<file path="src/rtl/cd_pkg.sv">
// Shared definitions for the RS485 bus scheduler.
//
// Contents:
//   DIV_W_DEF / GRD_W_DEF : default widths of the bit-divider and guard configs
//   cd_state_e            : scheduler state encoding
//   st_drives_bus()       : true in the states that own the RS485 driver
package cd_pkg;

    localparam int DIV_W_DEF = 16;
    localparam int GRD_W_DEF = 8;

    typedef enum logic [2:0] {
        ST_WAIT  = 3'd0,
        ST_READY = 3'd1,
        ST_PRE   = 3'd2,
        ST_XMIT  = 3'd3,
        ST_POST  = 3'd4
    } cd_state_e;

    // The driver is enabled for the whole PRE..POST window. tx_gnt is only
    // ever raised in XMIT, so it cannot be high unless tx_en is high too.
    function automatic logic st_drives_bus(input cd_state_e s);
        return (s == ST_PRE) || (s == ST_XMIT) || (s == ST_POST);
    endfunction

endpackage

</file>
<file path="src/rtl/cd_bit_tick.sv">
// Bit-time divider for the bus scheduler.
//
// Emits a one-cycle tick once every div+1 clocks. Holding restart high
// keeps the divider at phase 0 and suppresses the tick, so counting
// restarts cleanly once restart is released.
//
// Ports:
//   clk      in   sole clock
//   reset_n  in   asynchronous active-low reset
//   div      in   clocks per bit minus 1 (quasi-static)
//   restart  in   hold divider at phase 0
//   tick     out  one-cycle pulse at the end of each bit time
module cd_bit_tick
    import cd_pkg::*;
#(
    parameter int DIV_W = DIV_W_DEF
) (
    input  logic             clk,
    input  logic             reset_n,
    input  logic [DIV_W-1:0] div,
    input  logic             restart,
    output logic             tick
);

    logic [DIV_W-1:0] cnt;
    logic             wrap;

    // >= rather than == so a lowered div cannot strand the counter above it.
    assign wrap = (cnt >= div);
    assign tick = wrap && !restart;

    always_ff @(posedge clk or negedge reset_n) begin
        if (!reset_n) begin
            cnt <= '0;
        end else if (restart || wrap) begin
            cnt <= '0;
        end else begin
            cnt <= cnt + 1'b1;
        end
    end

endmodule

</file>
<file path="src/rtl/cd_bus_sched.sv">
// RS485 half-duplex bus scheduler.
//
// Watches the receive line for a run of idle bit-times before declaring the
// bus free, then hands the bus to the local serializer with a driver-enable
// guard window before and after the data.
//
// Ports:
//   clk         in   sole clock
//   reset_n     in   asynchronous active-low reset
//   rx          in   RS485 receive line, idle-high, asynchronous to clk
//   bit_div     in   clocks per bit minus 1
//   idle_wait   in   idle bit-times needed before the bus is free (0 acts as 1)
//   pre_guard   in   clocks tx_en leads tx_gnt, minus 1
//   post_guard  in   clocks tx_en trails tx_done, minus 1
//   tx_req      in   level request from the serializer
//   tx_done     in   one-cycle pulse: serializer sent its last bit
//   tx_gnt      out  serializer may shift data
//   tx_en       out  RS485 driver enable
//   bus_idle    out  bus is free
//
// state | meaning
// ------+-------------------------------------------------------------
// WAIT  | counting idle bit-times on rx; any low rx_s restarts the count
// READY | bus free, waiting for tx_req; rx activity sends us back to WAIT
// PRE   | driver on, guard time before data (tx_req drop aborts to POST)
// XMIT  | serializer owns the bus until tx_done
// POST  | driver held on for the trailing guard, rx ignored (own echo)
module cd_bus_sched
    import cd_pkg::*;
#(
    parameter int DIV_W = DIV_W_DEF,
    parameter int GRD_W = GRD_W_DEF
) (
    input  logic             clk,
    input  logic             reset_n,
    input  logic             rx,
    input  logic [DIV_W-1:0] bit_div,
    input  logic [GRD_W-1:0] idle_wait,
    input  logic [GRD_W-1:0] pre_guard,
    input  logic [GRD_W-1:0] post_guard,
    input  logic             tx_req,
    input  logic             tx_done,
    output logic             tx_gnt,
    output logic             tx_en,
    output logic             bus_idle
);

    // Synchronizer flops reset high so a reset does not look like rx activity.
    logic rx_meta;
    logic rx_s;

    always_ff @(posedge clk or negedge reset_n) begin
        if (!reset_n) begin
            rx_meta <= 1'b1;
            rx_s    <= 1'b1;
        end else begin
            rx_meta <= rx;
            rx_s    <= rx_meta;
        end
    end

    logic bit_tick;

    cd_bit_tick #(
        .DIV_W (DIV_W)
    ) u_bit_tick (
        .clk     (clk),
        .reset_n (reset_n),
        .div     (bit_div),
        .restart (!rx_s),
        .tick    (bit_tick)
    );

    cd_state_e        state,     state_nxt;
    logic [GRD_W-1:0] idle_cnt,  idle_nxt;
    logic [GRD_W-1:0] guard_cnt, guard_nxt;

    logic [GRD_W-1:0] idle_tgt;
    logic [GRD_W:0]   idle_inc;
    logic [GRD_W-1:0] idle_sat;
    logic             idle_reached;

    // One extra bit on the increment lets the compare see a would-be wrap and
    // lets the saturating value be taken without overflow.
    always_comb begin
        idle_tgt     = (idle_wait == '0) ? GRD_W'(1) : idle_wait;
        idle_inc     = {1'b0, idle_cnt} + 1'b1;
        idle_sat     = idle_inc[GRD_W] ? '1 : idle_inc[GRD_W-1:0];
        idle_reached = (idle_inc >= {1'b0, idle_tgt});
    end

    always_ff @(posedge clk or negedge reset_n) begin
        if (!reset_n) begin
            state     <= ST_WAIT;
            idle_cnt  <= '0;
            guard_cnt <= '0;
        end else begin
            state     <= state_nxt;
            idle_cnt  <= idle_nxt;
            guard_cnt <= guard_nxt;
        end
    end

    // The idle count only survives while sitting in WAIT with rx_s high;
    // every other path clears it, so any re-entry to WAIT starts from zero.
    // Guard timers are loaded with the guard value on entry and count down,
    // leaving the state on the cycle they are seen at zero.
    always_comb begin
        state_nxt = state;
        idle_nxt  = '0;
        guard_nxt = guard_cnt;

        case (state)
            ST_WAIT: begin
                if (rx_s) begin
                    idle_nxt = idle_cnt;
                    if (bit_tick) begin
                        if (idle_reached) begin
                            state_nxt = ST_READY;
                        end else begin
                            idle_nxt = idle_sat;
                        end
                    end
                end
            end

            ST_READY: begin
                // rx activity wins over a simultaneous request.
                if (!rx_s) begin
                    state_nxt = ST_WAIT;
                end else if (tx_req) begin
                    state_nxt = ST_PRE;
                    guard_nxt = pre_guard;
                end
            end

            ST_PRE: begin
                if (!tx_req) begin
                    state_nxt = ST_POST;
                    guard_nxt = post_guard;
                end else if (guard_cnt == '0) begin
                    state_nxt = ST_XMIT;
                end else begin
                    guard_nxt = guard_cnt - 1'b1;
                end
            end

            ST_XMIT: begin
                if (tx_done) begin
                    state_nxt = ST_POST;
                    guard_nxt = post_guard;
                end
            end

            ST_POST: begin
                if (guard_cnt == '0) begin
                    state_nxt = ST_WAIT;
                end else begin
                    guard_nxt = guard_cnt - 1'b1;
                end
            end

            default: begin
                state_nxt = ST_WAIT;
                guard_nxt = '0;
            end
        endcase
    end

    // Outputs are pure decodes of the state register, so the asynchronous
    // reset drops tx_en/tx_gnt the moment reset_n falls.
    assign tx_en    = st_drives_bus(state);
    assign tx_gnt   = (state == ST_XMIT);
    assign bus_idle = (state == ST_READY);

endmodule

</file>
<file path="config.mk">
export PLATFORM = sky130hd
export DESIGN_NAME = cd_bus_sched
export DESIGN_NICKNAME = d
export VERILOG_FILES = /design/src/rtl/cd_pkg.sv /design/src/rtl/cd_bit_tick.sv /design/src/rtl/cd_bus_sched.sv
export SDC_FILE = /design/constraint.sdc
export NUM_CORES = 1
export LEC_CHECK = 0
export ABC_AREA = 1
export BUFFER_PORTS_ARGS = -buffer_cell sky130_fd_sc_hd__buf_2
export CORE_MARGIN = 3
export CORE_UTILIZATION = 61
export DETAILED_ROUTE_END_ITERATION = 6
export MAX_ROUTING_LAYER = met4
export PLACE_DENSITY = 0.86
export SYNTH_ARGS = -nofsm -noshare
export SYNTH_HDL_FRONTEND = slang
export SYNTH_SLANG_ARGS = --single-unit
</file>
<file path="constraint.sdc">
create_clock -name clk -period 4.75 [get_ports clk]
set_input_delay 0.95 -clock clk [delete_from_list [all_inputs] [get_ports clk]]
set_output_delay 0.95 -clock clk [all_outputs]
set_load 0.05 [all_outputs]
</file>
==> results.tsv <==
metric	value	unit
hpwl	4400	um
hold_viol_final	0	
grt_pass1_vias	2356	
post_cts_buffers	0	
io_pins	48	
synth-simple-area-share	30.1	%
gp_congestion	0.876	
crit_family	compound AO/OA/AOI/OAI gates	
setup_viol	0	
fin_crit_sh	53.1	%
cts_max_level	2	
wire_per_inst	11.3	um
ys_async_sr_fraction	100	%
critPathCaptureType	register	
overflow	0	
cp_cell_sequence	buf_2 > inv_1 > ha_1 > a21oi_1 > o21ai_0 > a21oi_2 > nand3_1 > o21bai_1 > a21oi_1	
maxSlewHeadroom	44.9	%
avgSynthCellArea	7.33	um^2
grt_pass1_wl	9560	um
cts_buffer_depth	2	
skew	0.00635	ns
whs_endpoint	rx_s	
grt_max_degree	38	
synthXorXnorAreaFrac	4.96	%
synth_top_area_share	31.0	%
root_buffer	clkbuf_8	
area_growth	13.0	%
synth_compound_area_share	9.66	%
cts_sinks	37	
fin_nets	510	
synthesis.area	2820	um^2
num-fill-cells	346	
r2r_start	idle_cnt[0]	
row_count	24	
cp.depth	9	
die_y	74.0	um
fin_setup_tns	0	ns
dr.first_iter.drc_count	170	
hold_buffers	0	
route.detailed.drc	0	
status	finished clean	
hold_class	register to register	
vias	2541	
cts_tree	built	
yosysTopAreaCell	dfrtp_1	
antenna_found_initial	0	
rsz0062_at_grt	false	
p_leak	1.80	nW
crit_top_cell	a21oi_1	
r2r_cells	14	
start_kind	input port	
groute.usage.overall	22.9	%
ir_drop	0.000269	V
finalCriticalPeriod	2.52	ns
cp.buffers_inverters	2	
powerDensity	332	nW/um^2
hp-start	rx_meta	
yosysSeqAreaShare	32.9	%
worst_ep_arrival_time	2.74	ns
first_pass_iters	5	
clock_latency	0.29	ns
hold_path_depth	0	
n_antenna_cell	0	
ys_types	33	
cts_resized	0	
slowest_delay	0.46	ns
synth.top_cells.by_area	dfrtp_1 (31%), nand2_1 (13%), ha_1 (12%)	
synth_cells	385	
ant_nets	0	
reg2reg_to	idle_cnt[2]	
r2r_setup_slack	2.40	ns
yosys_most_used_dff	dfrtp_1	
synth-warning-count	0	
worst_pin_slew	0.827	ns
synth-edff-count	0	
start_util	64.0	%
max_freq	0.397	GHz
finalPower	1.06	mW
cp.required	4.97	ns
coreArea	4410	um^2
vias_per_cell	5.19	
multiInputGateArea	1610	um^2
synth_top_family_by_area	simple AND/OR/NAND/NOR gates	
clkSlewWorstSetupHoldPaths	0.07	ns
ys_seq_elements	37	
die_w	74.0	um
wirelength	5550	um
drive_gt1_share	19.9	%
critPathMaxFanout	16	
maxSlewViolCount	0	
crit_slowest_cell	nand3_1	
synthMuxAreaShare	0	%
die_area	5480	um^2
portBuffers	47	
maxCapViolCount	0	
crit_type	input port to register	
synth_fp_nets	458	
synthAdderAreaFrac	12.4	%
cts_buffers	5	
layout.area.seq	928	um^2
## cell families after synthesis
group / after synthesis
AO/OA/AOI/OAI: 46
XOR/XNOR: 16
flip-flops: 37
buffers and inverters: 73
AND/OR/NAND/NOR: 185
adder cells (fa/ha/maj): 28
## area by class of cell
type	instances	share of cell area (%)
repair buffers	47	7.37
multi-input cells	275	50.5
flip-flops and latches	37	29.1
clock buffers	6	2.27
well taps	52	2.04
clock inverters	2	0.314
inverters	71	8.35
## cells in the final DEF, fill, tap and decap left out, drive strengths merged
cell	count
nor3	9
dfstp	2
nor3b	2
o21a	1
nor4	3
buf	47
nor2	39
inv	71
a41o	1
ha	28
nand3	28
dfrtp	35
a21oi	16
o21ai	18
nand4	2
xor2	14
nand3b	1
nand2	101
clkbuf	6
o211ai	6
a22o	2
o21bai	2
clkinv	2
xnor2	2
## cell usage after synthesis, types with 3 or more instances
library cell / count
o211ai_1: 6
nor3_1: 6
o21ai_0: 12
o21ai_1: 6
dfrtp_1: 35
inv_2: 8
nor2_1: 28
a21oi_1: 14
xor2_1: 14
nand2_2: 4
inv_1: 63
nor4_1: 3
nand2_1: 97
nand3_1: 26
ha_1: 28
nor2_2: 10
## worst max path at each step
| stage | start | endpoint | slack [ns] |
|---|---|---|---|
| 5_1_grt | idle_wait[1] | idle_cnt[2] | 2.00 |
| 3_5_place_dp | idle_wait[1] | idle_cnt[5] | 1.94 |
| 2_1_floorplan | idle_wait[1] | idle_cnt[0] | 2.29 |
| 6_report | bit_div[11] | u_bit_tick.cnt[12] | 2.23 |
| 3_3_place_gp | idle_wait[1] | idle_cnt[2] | 1.94 |
| 4_1_cts | bit_div[11] | u_bit_tick.cnt[12] | 2.23 |
## flip-flops by register name (all words and copies together), names as in the netlist
name            flops
guard_cnt           8
idle_cnt            8
rx_meta             1
rx_s                1
state               3
u_bit_tick.cnt     16
## where the power goes
part | internal (mW) | total (mW) | switching [mW] | leakage (nW)
registers | 0.349 | 0.375 | 0.0254 | 0.502
clock network | 0.102 | 0.214 | 0.112 | 0.0450
logic | 0.161 | 0.470 | 0.309 | 1.26
## stage by stage
stage / cells / worst slack, ns / hold WS (ns) / cell area [um^2] / util (%)
after floorplan: 385 / 2.29 / 0.345 / 2820 / -
after global placement: 482 / 1.94 / 0.347 / 3110 / 70.4
after detailed placement: 482 / 1.94 / 0.350 / 3110 / 70.4
after CTS: 490 / 2.23 / 0.360 / 3190 / 72.3
after global routing: 490 / 2.00 / 0.368 / 3190 / 72.3
final: 490 / 2.23 / 0.359 / 3190 / 72.3
## metal layers
| layer | global-route usage, % | vias to the layer above | part of all wire [%] |
|---|---|---|---|
| met5 | - | - | 0 |
| met4 | 8.05 | 0 | 1.3 |
| met3 | 5.95 | 6 | 5.2 |
| met2 | 36.4 | 67 | 49 |
| met1 | 28.3 | 1140 | 45 |
| li1 | - | 1328 | - |
(Power assumes the default switching activity.)
